`src/rtl/zeroriscy_bnn_seq.sv`:
```
// zeroriscy_bnn_seq: autonomous BNN command initiator for one binarized dense layer.
// Optional perf_cycles_o/perf_stall_o counters exist only when BNN_SEQ_PERF_EN is defined.
module zeroriscy_bnn_seq #(
   parameter int IN_DEPTH = 64,
   parameter int IN_AW    = 6
) (
   input  logic             clk,
   input  logic             rst,
   input  logic             in_we_i,
   input  logic [IN_AW-1:0] in_waddr_i,
   input  logic [31:0]      in_wdata_i,
   input  logic             start_i,
   input  logic [7:0]       in_words_i,
   input  logic [3:0]       pool_n_i,
   input  logic [7:0]       out_blocks_i,
   input  logic [15:0]      param_base_i,
   input  logic [15:0]      norm_base_i,
   output logic             busy_o,
   output logic             done_o,
   output logic             res_valid_o,
   output logic [7:0]       res_idx_o,
   output logic [31:0]      res_data_o,
   output logic             bnn_en_o,
   output logic [2:0]       bnn_operator_o,
   output logic [31:0]      bnn_addr_o,
   output logic [31:0]      bnn_data_o,
   input  logic [31:0]      bnn_result_i,
   input  logic             bnn_ready_i
`ifdef BNN_SEQ_PERF_EN
   ,
   output logic [31:0]      perf_cycles_o,
   output logic [31:0]      perf_stall_o
`endif
);
   typedef enum logic [2:0] {S_IDLE, S_INI, S_ACC, S_POOL, S_NORM, S_ACTIV, S_WAITR, S_FIN} state_t;
   state_t st, nxt;
   logic [31:0] mem [IN_DEPTH];
   logic [7:0] w_n, b_n, w_q, b_q;
   logic [3:0] p_n, p_q;
   logic [15:0] pb_q, nb_q, acc_addr;
   logic [IN_AW-1:0] rd_addr;
   logic skip_q, zero, xfer, start_ok, cap, last_w, last_p, last_b;
   assign zero = w_n == 8'd0 || p_n == 4'd0 || b_n == 8'd0;
   assign start_ok = start_i && (st == S_IDLE || st == S_FIN);
   assign xfer = bnn_en_o && bnn_ready_i;
   assign cap = st == S_WAITR && !skip_q && bnn_ready_i;
   assign last_w = {1'b0, w_q} + 9'd1 >= {1'b0, w_n};
   assign last_p = {1'b0, p_q} + 5'd1 >= {1'b0, p_n};
   assign last_b = {1'b0, b_q} + 9'd1 >= {1'b0, b_n};
   assign rd_addr = IN_AW'(p_q) * IN_AW'(w_n) + IN_AW'(w_q);
   assign acc_addr = pb_q + {8'd0, b_q} * {8'd0, w_n} + {8'd0, w_q};
   assign busy_o = st != S_IDLE && st != S_FIN;
   assign done_o = st == S_FIN;
   always_ff @(posedge clk) begin
      if (in_we_i) mem[in_waddr_i] <= in_wdata_i;
   end
   always_ff @(posedge clk) begin
      if (rst) st <= S_IDLE;
      else st <= nxt;
   end
   always_comb begin
      nxt = st;
      bnn_en_o = 1'b0;
      bnn_operator_o = 3'd0;
      bnn_addr_o = 32'd0;
      bnn_data_o = 32'd0;
      unique case (st)
         S_IDLE: nxt = start_ok ? S_INI : S_IDLE;
         S_INI: begin
            bnn_en_o = !zero;
            nxt = zero ? S_FIN : (bnn_ready_i ? S_ACC : S_INI);
         end
         S_ACC: begin
            bnn_en_o = 1'b1;
            bnn_operator_o = 3'd1;
            bnn_addr_o = {16'd0, acc_addr};
            bnn_data_o = mem[rd_addr];
            nxt = bnn_ready_i && last_w ? S_POOL : S_ACC;
         end
         S_POOL: begin
            bnn_en_o = 1'b1;
            bnn_operator_o = 3'd2;
            nxt = bnn_ready_i ? (last_p ? S_NORM : S_ACC) : S_POOL;
         end
         S_NORM: begin
            bnn_en_o = 1'b1;
            bnn_operator_o = 3'd3;
            bnn_addr_o = {16'd0, nb_q + {8'd0, b_q}};
            nxt = bnn_ready_i ? S_ACTIV : S_NORM;
         end
         S_ACTIV: begin
            bnn_en_o = 1'b1;
            bnn_operator_o = 3'd4;
            nxt = bnn_ready_i ? S_WAITR : S_ACTIV;
         end
         S_WAITR: nxt = cap ? (last_b ? S_FIN : S_INI) : S_WAITR;
         S_FIN: nxt = start_ok ? S_INI : S_IDLE;
         default: nxt = S_IDLE;
      endcase
   end
   always_ff @(posedge clk) begin
      if (rst) begin
         w_n <= 8'd0;
         p_n <= 4'd0;
         b_n <= 8'd0;
         pb_q <= 16'd0;
         nb_q <= 16'd0;
         w_q <= 8'd0;
         p_q <= 4'd0;
         b_q <= 8'd0;
         skip_q <= 1'b0;
         res_valid_o <= 1'b0;
         res_idx_o <= 8'd0;
         res_data_o <= 32'd0;
      end else begin
         res_valid_o <= cap;
         // the coprocessor result is not valid in the cycle right after the activ transfer
         skip_q <= st == S_ACTIV && xfer;
         if (start_ok) begin
            w_n <= in_words_i;
            p_n <= pool_n_i;
            b_n <= out_blocks_i;
            pb_q <= param_base_i;
            nb_q <= norm_base_i;
            b_q <= 8'd0;
         end
         if (st == S_INI) begin
            w_q <= 8'd0;
            p_q <= 4'd0;
         end
         if (st == S_ACC && xfer) w_q <= last_w ? 8'd0 : w_q + 8'd1;
         if (st == S_POOL && xfer) p_q <= p_q + 4'd1;
         if (cap) begin
            res_data_o <= bnn_result_i;
            res_idx_o <= b_q;
            b_q <= b_q + 8'd1;
         end
      end
   end
`ifdef BNN_SEQ_PERF_EN
   always_ff @(posedge clk) begin
      if (rst || start_ok) begin
         perf_cycles_o <= 32'd0;
         perf_stall_o <= 32'd0;
      end else begin
         if (busy_o && perf_cycles_o != 32'hFFFF_FFFF) perf_cycles_o <= perf_cycles_o + 32'd1;
         if (((bnn_en_o && !bnn_ready_i) || st == S_WAITR) && perf_stall_o != 32'hFFFF_FFFF)
            perf_stall_o <= perf_stall_o + 32'd1;
      end
   end
`endif
endmodule

```
`config.mk`:
```
export PLATFORM = sky130hd
export DESIGN_NAME = zeroriscy_bnn_seq
export DESIGN_NICKNAME = d
export VERILOG_FILES = /design/src/rtl/zeroriscy_bnn_seq.sv
export SDC_FILE = /design/constraint.sdc
export NUM_CORES = 2
export LEC_CHECK = 0
export CORE_MARGIN = 10
export CORE_UTILIZATION = 32
export CTS_BUF_LIST = sky130_fd_sc_hd__clkbuf_16
export CTS_CLUSTER_DIAMETER = 100
export DETAILED_ROUTE_END_ITERATION = 8
export PLACE_DENSITY_LB_ADDON = 0.12
export SYNTH_ARGS = -nofsm -noshare
export SYNTH_HDL_FRONTEND = slang
export SYNTH_SLANG_ARGS = --single-unit
```
`constraint.sdc`:
```
create_clock -name clk -period 14.14 [get_ports clk]
set_clock_uncertainty 0.1 [all_clocks]
set_input_delay 2.121 -clock clk [delete_from_list [all_inputs] [get_ports clk]]
set_output_delay 2.121 -clock clk [all_outputs]
set_load 0.005 [all_outputs]
```
==> insert_results.sql <==
INSERT INTO impl_metrics (metric_group, metric, value, unit) VALUES
('timing', 'report.final.slew_viol_count', '0', ''),
('detailed_routing', 'drt-wirelength-per-cell', '30.28', 'microns'),
('yosys', 'synth.ff_latch_count', '2165', ''),
('detailed_routing', 'final_antenna_net_count', '0', ''),
('layout', 'num-fill-cells', '24690', ''),
('timing', 'fin_crit', '9.669', 'ns'),
('clocking', 'cts-resized-gates', '0', ''),
('detailed_routing', 'detailedRoute.firstPassIterationCount', '5', ''),
('yosys', 'post_synth_and_or_nand_nor_area_fraction', '2.639', '%'),
('placement', 'placement.io_buffers', '221', ''),
('yosys', 'yosysSeqAreaShare', '73.10', '%'),
('clocking', 'tritoncts_num_sinks', '2165', ''),
('die', 'core', '0.2712', 'sq mm'),
('layout', 'final_net_count', '4869', ''),
('grt', 'grt_start_max_net_pins', '119', ''),
('die', 'die_w', '542.4', 'microns'),
('yosys', 'share_of_synthesized_area_spent_on_multiplexers', '17.26', '%'),
('grt', 'grt_pass1_wl', '355800', 'microns'),
('flow_run', 'max_cap_violations', '0', ''),
('yosys', 'syn-instance-count', '4235', ''),
('yosys', 'synth.distinct_cells', '60', ''),
('timing', 'timing.fmax', '103.4', 'MHz'),
('timing', 'grt_setup_unrepaired', 'false', ''),
('clocking', 'cts_root_buf', 'sky130_fd_sc_hd__clkbuf_16', ''),
('hold_path', 'hold_path.class', 'flop to flop', ''),
('power', 'internal_pwr_total', '10870', 'uW'),
('clocking', 'post-cts-setup-buffer-count', '0', ''),
('clocking', 'cts_tree', 'yes', ''),
('die', 'rows', '191', ''),
('layout', 'layout_cells_sized_above_1', '26.15', '%'),
('clocking', 'insertion_delay', '0.82', 'ns'),
('critical_path', 'critical_path_class', 'flop to output port', ''),
('grt', 'first_global_vias', '44760', ''),
('timing', 'max_slew.worst_pin.slew', '1.255', 'ns'),
('power', 'share_comb_of_total_power', '7.0', '%'),
('layout', 'commonest_cells_after_routing_fill_and_taps_aside', 'sky130_fd_sc_hd__edfxtp_1, sky130_fd_sc_hd__mux4_2, sky130_fd_sc_hd__nand2_1', ''),
('power', 'power_frac_clock', '42.1', '%'),
('yosys', 'yosys.area_share.xor_xnor', '0.5029', '%'),
('power', 'net-switching-power', '3189', 'uW'),
('yosys', 'synth_top_family_by_area', 'multiplexers', ''),
('clocking', 'clockBufferDepth', '4', ''),
('detailed_routing', 'dr.first_iter.drc_count', '3468', ''),
('yosys', 'synthesis.area_per_instance', '20.62', 'sq um'),
('power', 'vdd_ir_drop_max', '0.1183', 'mV'),
('yosys', 'synth-compound-area-share', '1.937', '%'),
('critical_path', 'worstSetupEndpointType', 'output port', ''),
('yosys', 'synth.cell_area', '0.08733', 'sq mm'),
('grt', 'antenna_violations_before_repair', '24', ''),
('yosys', 'synth-async-reset-ratio', '0', '%'),
('placement', 'detailedPlacementHpwl', '140200', 'microns'),
('clocking', 'tritoncts.num_buffers', '239', ''),
('power', 'power_frac_seq', '50.9', '%'),
('yosys', 'synth-edff-count', '2048', ''),
('timing', 'total_negative_slack', '0', 'ns'),
('layout', 'commonest_non_fill_non_tap_cell_in_the_layout', 'sky130_fd_sc_hd__edfxtp_1', ''),
('critical_path', 'worstPathArrival', '7.45', 'ns'),
('placement', 'finalWeightedCongestion', '0.7349', ''),
('die', 'design.die.area', '0.2942', 'sq mm'),
('detailed_routing', 'totalWireLength', '252800', 'microns'),
('timing', 'hold_violations', '0', ''),
('power', 'netSwitchingFraction', '22.69', '%'),
('status', 'status', 'finished, final reports clean', ''),
('yosys', 'synthFlopType', 'sky130_fd_sc_hd__edfxtp_1', ''),
('layout', 'area_growth', '16.50', '%'),
('grt', 'grt_overflow_total', '0', ''),
('critical_path', 'startpoint_type', 'flop', ''),
('grt', 'grt_usage', '16.83', '%'),
('power', 'pwr_density_cell', '138.2', 'mW/mm^2'),
('timing', 'final.period_utilization', '68.38', '%'),
('placement', 'place_inst', '7918', ''),
('power', 'totalPowerFinal', '14060', 'uW');
## critical path, stage by stage (launching register included)
cell,delay [ns]
sky130_fd_sc_hd__dfxtp_1,0.63
sky130_fd_sc_hd__and2_1,0.20
sky130_fd_sc_hd__ha_1,0.23
sky130_fd_sc_hd__ha_1,0.29
sky130_fd_sc_hd__inv_1,0.05
sky130_fd_sc_hd__fa_1,0.48
sky130_fd_sc_hd__fa_4,1.17
sky130_fd_sc_hd__buf_4,0.74
sky130_fd_sc_hd__buf_4,0.71
sky130_fd_sc_hd__mux4_2,0.41
sky130_fd_sc_hd__mux4_2,0.49
sky130_fd_sc_hd__mux2_2,0.35
sky130_fd_sc_hd__a22o_1,0.29
sky130_fd_sc_hd__clkdlybuf4s50_1,0.50
## cells by family (layout without fill, tap and decap cells)
logic type	Yosys count	count (layout)
adders and majority gates	154	154
muxes	706	706
buffers and inverters	367	889
other	1	24
AOI/OAI and AO/OA	271	271
DFF	2165	2165
xor gates and xnor gates	47	47
and+or+nand+nor	524	524
## cell type report
cell class / instances / area, sq um / area share (%)
antenna: 8 / 20.02 / 0.01968
multi-input combinational: 1718 / 22540 / 22.16
clock inverter: 182 / 1315 / 1.293
sequential: 2165 / 63840 / 62.75
timing repair buffer: 336 / 3013 / 2.961
clock buffer: 242 / 6056 / 5.952
inverter: 129 / 484.2 / 0.4759
tap: 3570 / 4467 / 4.390
## cell usage after synthesis (all sizes together), types with 5 or more instances
| master | instances | area (sq um) |
|---|---|---|
| xnor2 | 27 | 236.5 |
| a31oi | 6 | 37.54 |
| o21ai | 28 | 140.1 |
| nor2 | 108 | 405.4 |
| nand2 | 269 | 1010 |
| a211oi | 8 | 60.06 |
| mux2 | 61 | 686.9 |
| a21oi | 131 | 655.6 |
| nor4 | 5 | 31.28 |
| ha | 89 | 1114 |
| buf | 96 | 553.0 |
| o21a | 12 | 90.09 |
| a22o | 36 | 315.3 |
| a21o | 11 | 82.58 |
| o211ai | 6 | 45.04 |
| edfxtp | 2048 | 61500 |
| nand3 | 29 | 145.1 |
| fa | 64 | 1281 |
| and3 | 8 | 50.05 |
| clkbuf | 142 | 533.0 |
| nand2b | 9 | 56.30 |
| nor3 | 15 | 75.07 |
| and2 | 41 | 256.5 |
| mux4 | 634 | 14280 |
| o22ai | 9 | 56.30 |
| inv | 129 | 484.2 |
| xor2 | 18 | 157.7 |
| mux2i | 11 | 110.1 |
| or3 | 12 | 75.07 |
| nor2b | 8 | 50.05 |
| dfxtp | 117 | 2342 |
| nand3b | 7 | 52.55 |
## power groups by stage
stage | Clock [uW] | Combinational, uW | Sequential, uW
floorplan | 0 | 568 | 7250
global placement | 0 | 1000 | 7290
detailed placement | 0 | 1010 | 7290
CTS | 6080 | 1010 | 7160
global route | 6330 | 1070 | 7160
finish | 5920 | 978 | 7160
## state kept, by name (all words and copies together), names as in the netlist
signal	cells
b_q	8
res_idx_o	8
mem	2048
skip_q	1
p_n	4
w_n	8
nb_q	16
st	3
w_q	8
b_n	8
pb_q	16
res_data_o	32
p_q	4
res_valid_o	1
## per-layer routing
| layer | track usage [%] | part of all wire (%) | up-vias | routed length (microns) |
|---|---|---|---|---|
| met4 | 4.263 | 2.4 | 18 | 6118 |
| met5 | 0 | 0.042 | - | 106 |
| met2 | 27.89 | 49 | 1163 | 123100 |
| met3 | 2.840 | 5.4 | 356 | 13750 |
| li1 | - | - | 17970 | - |
| met1 | 23.09 | 43 | 23250 | 109700 |
## metrics by stage
step	utilization [%]	setup slack, ns	hold slack, ns	cell area, sq um
after floorplan	-	6.848	0.3363	87390
after global placement	34.78	5.139	0.3421	94350
after detailed placement	34.78	5.170	0.3455	94350
after CTS	37.50	4.248	0.3539	101700
after global routing	37.51	4.109	0.3724	101700
final	37.51	4.471	0.3513	101700
## final timing paths
check,startpoint,end,slack [ns],cells after the start
worst max-delay path,w_n[0]$_SDFFE_PP0P_,bnn_data_o[20],4.47,13
worst min-delay path,res_data_o[24]$_SDFFE_PP0P_,res_data_o[24]$_SDFFE_PP0P_,0.35,2
worst max register to register,w_q[0]$_SDFFE_PP0P_,w_q[5]$_SDFFE_PP0P_,10.78,11
worst min register to register,res_data_o[24]$_SDFFE_PP0P_,res_data_o[24]$_SDFFE_PP0P_,0.35,2
No activity file was read; power rests on OpenSTA's default activity.
